==> src/rtl/adc_serial_rx.sv <==
// Delta-sigma ADC serial receiver: generates adc_sclk, shifts in 24-bit MSB-first frames.
// Build option ADC_OFFSET_EN adds a registered, saturating offset subtraction on the output.
module adc_serial_rx #(
  parameter int CLK_DIV = 4
) (
  input  logic        clk,
  input  logic        rst,
  input  logic        adc_drdy_n,
  input  logic        adc_dout,
  input  logic [23:0] offset,
  output logic        adc_sclk,
  output logic [23:0] data_out,
  output logic        valid_out,
  output logic        overrun
);

  localparam int PW = $clog2(2 * CLK_DIV);
  localparam logic [PW-1:0] PH_HALF    = PW'(CLK_DIV);
  localparam logic [PW-1:0] PH_HI_LAST = PW'(CLK_DIV - 1);
  localparam logic [PW-1:0] PH_LAST    = PW'(2 * CLK_DIV - 1);

  typedef enum logic {
    IDLE,
    SHIFT
  } state_t;

  state_t        state_q, state_d;
  logic          drdy_s1_q, drdy_s2_q, drdy_prev_q;
  logic          dout_s1_q, dout_s2_q;
  logic [PW-1:0] phase_q, phase_d;
  logic [4:0]    bit_q, bit_d;
  logic [23:0]   shift_q, shift_d;
  logic          sclk_q, sclk_d;
  logic          ovr_q, ovr_d;
  logic [23:0]   data_q, data_d;
  logic          valid_q, valid_d;
  logic          drdy_fall;
  logic          frame_end;
  logic          smp_last;

  // Two-flop synchronisers on the asynchronous ADC lines
  always_ff @(posedge clk or posedge rst) begin
    if (rst) begin
      drdy_s1_q   <= 1'b0;
      drdy_s2_q   <= 1'b0;
      drdy_prev_q <= 1'b0;
      dout_s1_q   <= 1'b0;
      dout_s2_q   <= 1'b0;
    end else begin
      drdy_s1_q   <= adc_drdy_n;
      drdy_s2_q   <= drdy_s1_q;
      drdy_prev_q <= drdy_s2_q;
      dout_s1_q   <= adc_dout;
      dout_s2_q   <= dout_s1_q;
    end
  end

  assign drdy_fall = drdy_prev_q & ~drdy_s2_q;

  always_comb begin
    state_d   = state_q;
    phase_d   = phase_q;
    bit_d     = bit_q;
    shift_d   = shift_q;
    ovr_d     = 1'b0;
    frame_end = 1'b0;
    smp_last  = 1'b0;
    case (state_q)
      IDLE: begin
        if (drdy_fall) begin
          state_d = SHIFT;
          bit_d   = 5'd23;
          phase_d = '0;
        end
      end
      SHIFT: begin
        if (phase_q == PH_HI_LAST) begin
          shift_d[bit_q] = dout_s2_q;
          smp_last       = (bit_q == 5'd0);
        end
        if (phase_q == PH_LAST) begin
          phase_d = '0;
          if (bit_q == 5'd0) begin
            frame_end = 1'b1;
            state_d   = IDLE;
          end else begin
            bit_d = bit_q - 5'd1;
          end
        end else begin
          phase_d = phase_q + PW'(1);
        end
        // A new frame may start on the very cycle the old one finishes
        if (drdy_fall) begin
          if (frame_end) begin
            state_d = SHIFT;
            bit_d   = 5'd23;
            phase_d = '0;
          end else begin
            ovr_d = 1'b1;
          end
        end
      end
      default: state_d = IDLE;
    endcase
    sclk_d = (state_d == SHIFT) && (phase_d < PH_HALF);
  end

  always_ff @(posedge clk or posedge rst) begin
    if (rst) begin
      state_q <= IDLE;
      phase_q <= '0;
      bit_q   <= '0;
      shift_q <= '0;
      sclk_q  <= 1'b0;
      ovr_q   <= 1'b0;
    end else begin
      state_q <= state_d;
      phase_q <= phase_d;
      bit_q   <= bit_d;
      shift_q <= shift_d;
      sclk_q  <= sclk_d;
      ovr_q   <= ovr_d;
    end
  end

`ifdef ADC_OFFSET_EN
  function automatic logic [23:0] sat24(input logic signed [24:0] v);
    if (v[24] != v[23]) return v[24] ? 24'h800000 : 24'h7FFFFF;
    return v[23:0];
  endfunction

  logic signed [23:0] raw_p0_q, raw_p0_d;
  logic signed [23:0] off_p0_q, off_p0_d;
  logic               vld_p0_q;
  logic signed [24:0] diff_p1;

  // Stage p0: capture sample and offset together; stage p1: subtract and clamp
  always_comb begin
    raw_p0_d = smp_last ? shift_d : raw_p0_q;
    off_p0_d = smp_last ? offset : off_p0_q;
    diff_p1  = $signed({raw_p0_q[23], raw_p0_q}) - $signed({off_p0_q[23], off_p0_q});
    data_d   = vld_p0_q ? sat24(diff_p1) : data_q;
    valid_d  = vld_p0_q;
  end

  always_ff @(posedge clk or posedge rst) begin
    if (rst) begin
      raw_p0_q <= '0;
      off_p0_q <= '0;
      vld_p0_q <= 1'b0;
    end else begin
      raw_p0_q <= raw_p0_d;
      off_p0_q <= off_p0_d;
      vld_p0_q <= smp_last;
    end
  end
`else
  logic offset_unused;
  assign offset_unused = ^offset;

  always_comb begin
    data_d  = smp_last ? shift_d : data_q;
    valid_d = smp_last;
  end
`endif

  always_ff @(posedge clk or posedge rst) begin
    if (rst) begin
      data_q  <= '0;
      valid_q <= 1'b0;
    end else begin
      data_q  <= data_d;
      valid_q <= valid_d;
    end
  end

  assign adc_sclk  = sclk_q;
  assign data_out  = data_q;
  assign valid_out = valid_q;
  assign overrun   = ovr_q;

endmodule
==> config.mk <==
export PLATFORM = sky130hd
export DESIGN_NAME = adc_serial_rx
export DESIGN_NICKNAME = d
export VERILOG_FILES = /design/src/rtl/adc_serial_rx.sv
export SDC_FILE = /design/constraint.sdc
export NUM_CORES = 1
export LEC_CHECK = 0
export CAP_MARGIN = 20
export CORE_ASPECT_RATIO = 1.4
export CORE_MARGIN = 1.5
export CORE_UTILIZATION = 55
export DETAILED_ROUTE_END_ITERATION = 7
export GPL_ROUTABILITY_DRIVEN = 1
export MAX_ROUTING_LAYER = met4
export PLACE_DENSITY = 0.93
export SLEW_MARGIN = 5
export SYNTH_ARGS = -nofsm -noshare
export SYNTH_HDL_FRONTEND = slang
export SYNTH_SLANG_ARGS = --single-unit
==> constraint.sdc <==
create_clock -name clk -period 3.6 [get_ports clk]
set_clock_uncertainty 0.05 [all_clocks]
set_input_delay 0.72 -clock clk [delete_from_list [all_inputs] [get_ports clk]]
set_output_delay 0.72 -clock clk [all_outputs]
set_load 0.05 [all_outputs]
Word-level counts from Yosys, hierarchy flattened
Index checks and enable logic that the tools add are counted.
{ "totals": {"regBits": 65, "inputBits": 28, "elab_cells": 57} }
{ "classes": {"add_sub_neg": 2, "magnitude_cmp": 3, "n_eq_ne": 3, "mux": 30, "n_bitwise": 3, "reduce_logical": 3} }
{ "op_table": {"columns": ["cell", "n"], "rows": [
  ["two-way mux 24 bit", 2],
  ["two-way mux 5 bit", 5],
  ["bitwise mux 24 bit", 1],
  ["two-way mux 1 bit", 14],
  ["two-way mux 3 bit", 4],
  ["case mux 5 bit (2 select lines)", 1],
  ["< comparator 5 x 6 -> 1 bit, second input constant", 1],
  ["case mux 3 bit (2 select lines)", 1],
  ["demux 1 bit (select 5 bit)", 1],
  [">= comparator 5 x 1 -> 1 bit, second input constant", 1],
  ["zero test 5 bit", 1],
  ["subtractor 5 x 1 -> 5 bit, second input constant", 1],
  ["adder 3 x 1 -> 3 bit, second input constant", 1],
  ["equality test 3 x 2 -> 1 bit, second input constant", 1],
  ["equality test 3 bit, second input constant", 1],
  ["< comparator 3 bit, second input constant", 1],
  ["logical AND 1 bit", 2],
  ["!= test 2 bit, second input constant", 1],
  ["inverter 1 bit", 2],
  ["case mux 1 bit (2 select lines)", 1],
  ["bitwise AND 1 bit", 1]
]} }

Longest topological paths before layout
Gate-level depths: netlist of the first run.
{ "logic_depth": {"word_depth": 9, "mapped_depth": 8, "depth_no_buf": 6} }

Worst setup path after synthesis of the first run
No wires, ideal clock.
{ "synth_path": {"path_kind": "reg2reg", "startpoint": "reg bit_q[0]", "endpoint": "reg bit_q[4]", "setup_time_ns": 0.081, "arrival_time_ns": 1.668, "path_slack_ns": 1.801, "stages_incl_launch_ff": 7, "n_path_buf": 0, "cell_sequence": "dfrtp_1 -> inv_1 -> ha_1 -> or4b_4 -> o21ai_4 -> o32ai_2 -> a31oi_2"} }
{ "synth_via": {"elab_chain_len": 7, "word_cells_on_any_way": 10, "cone_classes": "add/sub: 1; mux: 8; reduce/logical: 1"} }
{ "synth_lines": {"columns": ["item", "line", "text"], "rows": [
  ["start: declaration", "31", "logic [4:0] bit_q, bit_d;"],
  ["start signal: assignment", "119", "bit_q <= bit_d;"],
  ["parallel branches: the longest is 5 deep, another holds subtractor 5 x 1 -> 5 bit", null, null],
  ["two-way mux 5 bit *", "93", "if (drdy_fall) begin"],
  ["case mux 5 bit (2 select lines) *", "68", "case (state_q)"]
]} }
Every way passes the cells marked *. The select of a mux whose other input is x is not followed.
A chain may end at the register's enable or synchronous reset.

Worst setup path after layout of the first run
{ "layout_path": {"startpoint": "reg bit_q[0]", "endpoint": "reg data_q[7], in the netlist data_out[7]"} }
{ "layout_via": {"elab_chain_len": 7, "word_cells_on_any_way": 11, "cone_classes": "order compare: 2; mux: 7; reduce/logical: 2"} }
{ "layout_lines": {"columns": ["item", "line", "text"], "rows": [
  ["< comparator 5 x 6 -> 1 bit (not written as such) or >= comparator 5 x 1 -> 1 bit (tied branches)", "78", "shift_d[bit_q] = dout_s2_q;"],
  ["logical AND 1 bit (not written as such)", "78", null],
  ["two-way mux 1 bit (not written as such)", "78", null],
  ["demux 1 bit (select 5 bit)", "78", null],
  ["bitwise mux 24 bit", "78", null],
  ["two-way mux 24 bit", "77", "if (phase_q == PH_HI_LAST) begin"],
  ["two-way mux 24 bit", "68", null],
  ["end signal: assignment", "172", "data_q <= data_d;"],
  ["end: declaration", "35", "logic [23:0] data_q, data_d;"]
]} }
Several ways; a longest one is shown, not always the timed one.

==> flow_summary.json, run 1 <==
{
  "max_freq_mhz": 409.0,
  "arrival_ns": 2.66,
  "grt_max_degree": 34,
  "antenna_left": 0,
  "post-dp-hpwl_um": 3497,
  "hold_path_class": "reg -> reg",
  "synth_ff_type": "dfrtp_1",
  "cpMaxStageDelayCell": "and2_1",
  "tns_ns": 0,
  "seq_area_um2": 1602,
  "post_cts_buffers": 0,
  "drc": 0,
  "first_pass_iters": 4,
  "critPathKind": "reg -> reg",
  "drt-total-wl_um": 5140,
  "core_um2": 4805,
  "crit_cells": 7,
  "cts.repair.resized": 0,
  "cts_buffers": 9,
  "synth_common_cells": "dfrtp_1 (64), o21ai_0 (43), nor2_1 (27)",
  "netlist.area_leader.share": 0.5918,
  "area_delta_synth_final_pct": 18.31,
  "via_count": 1906,
  "slew_headroom": 0.5104,
  "syn_area_um2": 2706,
  "power_density_nw_per_um2": 846.5,
  "startpoint_type": "flip-flop",
  "total_power_mw": 2.710,
  "ctsHoldBuffers": 0,
  "crit_buf_inv": 2,
  "antennaDiodeCount": 0,
  "nets": 308,
  "clk_pin_slew_ns": 0.07,
  "synthArstFlopShare": 1.000,
  "max_stage_delay_ns": 0.65,
  "crit_chain": "inv_1 > ha_1 > nor4b_4 > and2_1 > buf_4 > nor2_1 > a21oi_1",
  "tritoncts": "yes",
  "fin_cells": 340,
  "synth_top_cell_by_area": "dfrtp_1",
  "cts_buffer_depth": 2,
  "dp_cells": 325,
  "placed_area_um2": 2995,
  "cp_max_fo": 19,
  "fin_crit_sh": 0.6792,
  "rsz0062_at_grt": "false",
  "yosys-top-cells-area": "dfrtp_1 (59%), o21ai_0 (8.0%), nor2_1 (3.7%)",
  "drt-vias-per-instance": 5.606,
  "io_buffers": 30,
  "critPathCaptureType": "flip-flop",
  "die_w_um": 62.29,
  "r2r_cells": 7,
  "hold_viol": 0,
  "ioPinCount": 55,
  "initial_core_util": 0.5633,
  "maxCapViolations": 0,
  "required_ns": 3.81,
  "drive_gt1_frac": 0.1087,
  "cpLargestDelayFamily": "simple AND/OR/NAND/NOR gates",
  "fp.dieArea_um2": 5357,
  "grt-ovfl-total": 0,
  "cts.sinks": 64,
  "clk_latency_ns": 0.34,
  "finalMaxSlewViolations": 0,
  "hold_depth": 0,
  "syn_nets": 279,
  "drtIter0Drc": 67,
  "antenna_found_initial": 0,
  "syn_avg_cell_area_um2": 11.14,
  "ys_types": 37,
  "stdcell_area_um2": 3202,
  "ys_seq_area_frac": 0.5918,
  "tightestPinTransition_ns": 0.7344,
  "synth_edf_count": 0,
  "place.gp.congestion": 0.7995,
  "grt_pass1_wl_um": 8880,
  "synth_warnings": 0,
  "rows": 30,
  "htreeDepth": 3,
  "finalCriticalPeriod_ns": 2.445,
  "fill_cells": 400,
  "grt_usage": 0.2218,
  "chipHeight_um": 86,
  "status": "completed",
  "leakagePower_nw": 1.429,
  "synthCells": 243,
  "wl_per_cell_um": 15.12,
  "multiInputGateArea_um2": 952.2,
  "finalSetupViolCount": 0,
  "yosysMostFrequentCell": "dfrtp_1",
  "grt_pass1_vias": 1942,
  "ys_seq_elements": 64,
  "cts_root_buf": "clkbuf_8",
  "ir_worst_vdd_mv": 0.4751
}
## cell type report
type | instances | area share
clock buffer | 13 | 0.05275
clock inverter | 2 | 0.01172
inverter | 7 | 0.008206
multi-input combinational | 157 | 0.2974
sequential | 64 | 0.5002
tap | 64 | 0.02501
timing repair buffer | 33 | 0.1047
## worst paths after layout
check,endpoint,slack [ns],from
max,data_out[7],1.15,bit_q[0]
min,dout_s2_q,0.30,dout_s1_q
max reg2reg,data_out[7],1.15,bit_q[0]
min reg2reg,dout_s2_q,0.30,dout_s1_q
max in group asynchronous,drdy_s2_q,2.16,rst
min in group asynchronous,data_out[19],0.75,rst
## per-stage QoR
step                setup slack (ns)  hold slack [ns]    util
finish                         1.155           0.2980  0.6664
global route                  0.9552           0.3102  0.6664
CTS                            1.165           0.2992  0.6664
detailed placement             1.195           0.2847  0.6234
global placement               1.312           0.2836  0.6234
floorplan                      1.232           0.2812       -
## cell families after synthesis
logic type | share of synthesized area
AOI/OAI and AO/OA | 0.1544
adders and majority gates | 0.03699
DFF | 0.5918
and+or+nand+nor | 0.1313
buffers and inverters | 0.05640
muxes | 0.02912
## sequential cells by signal (all words and copies together) (netlist names)
register,cells
shift_q,23
phase_q,3
overrun,1
drdy_prev_q,1
dout_s1_q,1
valid_out,1
drdy_s1_q,1
bit_q,5
state_q,1
drdy_s2_q,1
adc_sclk,1
dout_s2_q,1
data_out,24
## power by group
part / switching, mW / leakage (nW) / internal [mW] / total [mW]
registers: 0.146 / 0.843 / 0.917 / 1.06
clock network: 0.255 / 0.102 / 0.373 / 0.628
logic: 0.675 / 0.485 / 0.345 / 1.02
## cell usage in the layout, fill, tap and decap left out, types with 2 or more instances in the layout
cell type / instances
a21oi_1: 20
a32oi_1: 2
buf_4: 2
clkbuf_8: 12
clkdlybuf4s50_1: 30
dfrtp_1: 64
ha_1: 8
inv_1: 6
mux2_1: 2
mux2_2: 5
nand2_1: 11
nand2b_1: 2
nand3_1: 13
nand3b_1: 2
nor2_1: 27
nor3_1: 2
o21ai_0: 43
or3_1: 2
or3b_1: 2
## per-layer routing
metal | track usage | share of wire | vias up
met5 | - | 0 | -
met4 | 0.1152 | 0.023 | 0
met3 | 0.05381 | 0.033 | 12
met2 | 0.3785 | 0.53 | 39
met1 | 0.2419 | 0.41 | 945
li1 | - | - | 910
No activity file was read; power rests on OpenSTA's default activity.
==> run 2: changes to the inputs <==
Settings changed: CORE_UTILIZATION 55 to 51, PLACE_DENSITY 0.93 to 0.87.
Clock period 3.6 ns to 2.4 ns, I/O delays scaled along.
==> run 2 against run 1 <==
- sequential power rose by 50%
- clock power rose by 62%
- combinational power rose by 50%
- critical endpoint is now data_out[4]
- highest routed layer unchanged
==> flow_summary.json, run 2 (synthesis results as in run 1) <==
{
  "status": "completed",
  "antenna_left": 0,
  "hold_path_class": "reg -> reg",
  "largest_reg_flops": 24,
  "finalSetupViolCount": 0,
  "hold_viol": 0,
  "first_pass_iters": 4,
  "post_cts_buffers": 0,
  "critPathCaptureType": "flip-flop",
  "fp.dieArea_um2": 5759,
  "grt_usage": 0.2104,
  "power_density_nw_per_um2": 1273,
  "die_w_um": 64.57,
  "ioPinCount": 55,
  "total_power_mw": 4.148,
  "cpLargestDelayFamily": "simple AND/OR/NAND/NOR gates",
  "tns_ns": 0,
  "slew_headroom": 0.6591,
  "final_cell_mix": "dfrtp_1 (64), o21ai_0 (43), clkdlybuf4s50_1 (30)",
  "clk_pin_slew_ns": 0.07,
  "antennaDiodeCount": 0,
  "chipHeight_um": 89.19,
  "tightestPinTransition_ns": 0.5097,
  "antenna_found_initial": 0,
  "cts_buffers": 9,
  "critPathKind": "reg -> reg",
  "startpoint_type": "flip-flop",
  "io_buffers": 30,
  "tritoncts": "yes",
  "core_um2": 5159,
  "fill_cells": 417,
  "drc": 0,
  "max_freq_mhz": 489.8,
  "arrival_ns": 2.25,
  "whs_ns": 0.3025,
  "crit_buf_inv": 2,
  "drtIter0Drc": 42,
  "grt_pass1_vias": 1898,
  "place.gp.congestion": 0.8186,
  "cts_buffer_depth": 2,
  "finalMaxSlewViolations": 0,
  "clk_latency_ns": 0.33,
  "area_delta_synth_final_pct": 20.43,
  "leakagePower_nw": 1.469,
  "via_count": 1922,
  "drt-vias-per-instance": 5.507,
  "cts.sinks": 64,
  "drt-total-wl_um": 5297,
  "initial_core_util": 0.5246,
  "maxCapViolations": 0,
  "drive_gt1_frac": 0.1343,
  "ir_worst_vdd_mv": 0.6420,
  "finalCriticalPeriod_ns": 2.041,
  "rows": 31,
  "required_ns": 2.61,
  "htreeDepth": 3,
  "fin_crit_sh": 0.8506,
  "grt_max_degree": 22,
  "crit_chain": "inv_1 > ha_1 > nor4b_4 > and2_2 > buf_4 > nor2_1 > a21oi_1",
  "cp_max_fo": 21,
  "final_common_cell": "dfrtp_1",
  "max_stage_delay_ns": 0.43,
  "cts_root_buf": "clkbuf_8",
  "grt_pass1_wl_um": 8763,
  "rsz0062_at_grt": "false",
  "ctsHoldBuffers": 0,
  "post-dp-hpwl_um": 3718,
  "cpMaxStageDelayCell": "dfrtp_1",
  "nets": 315,
  "wl_per_cell_um": 15.18,
  "cts.repair.resized": 0,
  "grt-ovfl-total": 0
}
[run 2: cell count changes in the layout (fill, tap and decap cells not counted), sizes merged]
cell,before,now
clkinv,0,1
clkinvlp,1,0
clkbuf,13,12
buf,3,10
bufinv,1,2
[run 2: metrics by stage]
| step | cell area, µm² | instances | setup slack (ns) | utilization |
|---|---|---|---|---|
| after global placement | 3038 | 334 | 0.2447 | 0.5889 |
| after CTS | 3258 | 349 | 0.1897 | 0.6316 |
| after detailed placement | 3038 | 334 | 0.2163 | 0.5889 |
| after global routing | 3259 | 349 | 0.1508 | 0.6318 |
| final | 3259 | 349 | 0.3585 | 0.6318 |
| after floorplan | 2706 | 243 | 0.2719 | - |
[run 2: worst paths after layout]
path                            from      endpoint  slack, ns  cells after the start
max                         bit_q[1]   data_out[4]       0.36                      7
min                        drdy_s1_q     drdy_s2_q       0.30                      0
max reg2reg                 bit_q[1]   data_out[4]       0.36                      7
min reg2reg                drdy_s1_q     drdy_s2_q       0.30                      0
max in group asynchronous        rst   shift_q[11]       1.31                      3
min in group asynchronous        rst  data_out[19]       0.40                      2
[run 2: area by class of cell]
class | count | area [µm²] | share of cell area
Timing Repair Buffer | 40 | 375.4 | 0.1152
Inverter | 7 | 26.28 | 0.008061
Clock inverter | 3 | 65.06 | 0.01996
Sequential cell | 64 | 1602 | 0.4914
Multi-Input combinational cell | 157 | 953.4 | 0.2925
Clock buffer | 12 | 155.1 | 0.04760
Tap cell | 66 | 82.58 | 0.02534
[run 2: metal layers]
layer	vias up	GRT usage	share of wire
li1	915	-	-
met1	941	0.2390	0.41
met2	43	0.3352	0.52
met3	23	0.06045	0.031
met4	0	0.1199	0.039
met5	-	-	0
[run 2: power breakdown]
part,switching [mW],leakage [nW],internal (mW)
clock,0.385,0.112,0.634
combinational,1.00,0.514,0.532
sequential,0.219,0.843,1.37
==> run 3: changes to the inputs <==
Settings changed: CORE_MARGIN 1.5 to 10.
==> run 3 against run 2 <==
- non-clock buffer count down 5
- utilization down 1.0 points
- maximum frequency rose by 0.17%
- clock-buffer cell count is the same
- power down 4.0%
- hold slack worse by 0.0029 ns
- sequential power is essentially flat
==> flow_summary.json, run 3 (synthesis results as in run 1) <==
{
  "status": "completed",
  "clk_latency_ns": 0.33,
  "drt-vias-per-instance": 5.525,
  "finalSetupViolCount": 0,
  "leakagePower_nw": 1.432,
  "cts.repair.resized": 0,
  "critPathCaptureType": "flip-flop",
  "tns_ns": 0,
  "combinationalPowerShare": 0.385,
  "slew_headroom": 0.6535,
  "required_ns": 2.61,
  "first_pass_iters": 4,
  "finalMaxSlewViolations": 0,
  "antenna_left": 0,
  "critPathKind": "reg -> reg",
  "place.gp.congestion": 0.8285,
  "cts_buffers": 9,
  "drive_gt1_frac": 0.1111,
  "ctsHoldBuffers": 0,
  "grt_pass1_vias": 1929,
  "wl_per_cell_um": 15.03,
  "grt_usage": 0.1331,
  "layout_setup_ws_ns": 0.3620,
  "area_delta_synth_final_pct": 18.45,
  "grt-ovfl-total": 0,
  "max_freq_mhz": 490.7,
  "chipHeight_um": 106.2,
  "maxCapViolations": 0,
  "switchingPower_mw": 1.606,
  "drtIter0Drc": 143,
  "arrival_ns": 2.25,
  "drt-total-wl_um": 5187,
  "rsz0062_at_grt": "false",
  "antennaDiodeCount": 0,
  "final_cell_mix": "dfrtp_1 (64), o21ai_0 (43), clkdlybuf4s50_1 (30)",
  "cp_max_fo": 42,
  "power_density_nw_per_um2": 1242,
  "fp.dieArea_um2": 8661,
  "largest_reg_flops": 24,
  "tightestPinTransition_ns": 0.5181,
  "finalCoreUtilization": 0.6214,
  "p_sw_frac": 0.4036,
  "initial_core_util": 0.5246,
  "die_w_um": 81.57,
  "finalCriticalPeriod_ns": 2.038,
  "post-dp-hpwl_um": 3602,
  "grt_max_degree": 65,
  "dp_slack_ns": 0.3821,
  "io_buffers": 30,
  "pwr-share-seq": 0.400,
  "ir_worst_vdd_mv": 0.7824,
  "nets": 310,
  "clk_pin_slew_ns": 0.07,
  "antenna_found_initial": 0,
  "fill_cells": 402,
  "hold_path_class": "reg -> reg",
  "fin_crit_sh": 0.8492,
  "cts.sinks": 64,
  "cts_root_buf": "clkbuf_8",
  "cts_buffer_depth": 2,
  "dp_cells": 329,
  "p_int_mw": 2.374,
  "ioPinCount": 55,
  "startpoint_type": "flip-flop",
  "post_cts_buffers": 0,
  "rows": 31,
  "clockPowerShare": 0.216,
  "core_um2": 5159,
  "tritoncts": "yes",
  "drc": 0,
  "final_common_cell": "dfrtp_1",
  "grt_pass1_wl_um": 8763,
  "fin_cells": 345,
  "via_count": 1906,
  "hold_viol": 0,
  "htreeDepth": 3
}
[run 3: layout make-up]
type                       instances  area [µm²]  share of cell area
timing repair buffer              35       362.8              0.1132
inverter                           7       26.28            0.008197
clock inverter                     4       45.04             0.01405
clock buffer                      12       135.1             0.04215
multi-input combinational        157       952.2              0.2970
tap                               66       82.58             0.02576
sequential                        64        1602              0.4996
[run 3: power groups by stage]
stage                     registers (mW)  logic [mW]  clock network (mW)
after floorplan                     2.05       0.653                   0
after global placement              1.59        1.50                   0
after detailed placement            1.61        1.54                   0
after CTS                           1.59        1.55               0.875
after global routing                1.63        1.65               0.926
final                               1.59        1.53               0.859
[run 3: stage by stage]
step / hold WS (ns) / cell area, µm² / power, mW
floorplan: 0.2812 / 2706 / 2.702
global placement: 0.2845 / 3025 / 3.093
detailed placement: 0.2863 / 3025 / 3.144
CTS: 0.3033 / 3206 / 4.013
global route: 0.3159 / 3206 / 4.206
finish: 0.2996 / 3206 / 3.980
[run 3: worst paths after layout]
check                           cells after the start       start  slack, ns      endpoint
worst max register to register                      7  phase_q[0]       0.36  data_out[17]
worst max-delay path                                7  phase_q[0]       0.36  data_out[17]
worst min register to register                      0   drdy_s1_q       0.30     drdy_s2_q
max in group asynchronous                           3         rst       1.55     drdy_s1_q
min in group asynchronous                           3         rst       0.47   data_out[0]
worst min-delay path                                0   drdy_s1_q       0.30     drdy_s2_q
[run 3: critical path, cell delays in order, from the launching register on]
cell and delay [ns]:
dfrtp_1 0.36, ha_1 0.20, ha_1 0.24, and2_0 0.30, and2_1 0.37, buf_12 0.24
nor2_1 0.07, a21oi_1 0.12
[run 3: per-layer routing]
metal	up-vias	global-route usage	part of all wire
li1	909	-	-
met1	932	0.1395	0.39
met2	53	0.2129	0.53
met3	12	0.04216	0.054
met4	0	0.07692	0.020
met5	-	-	0
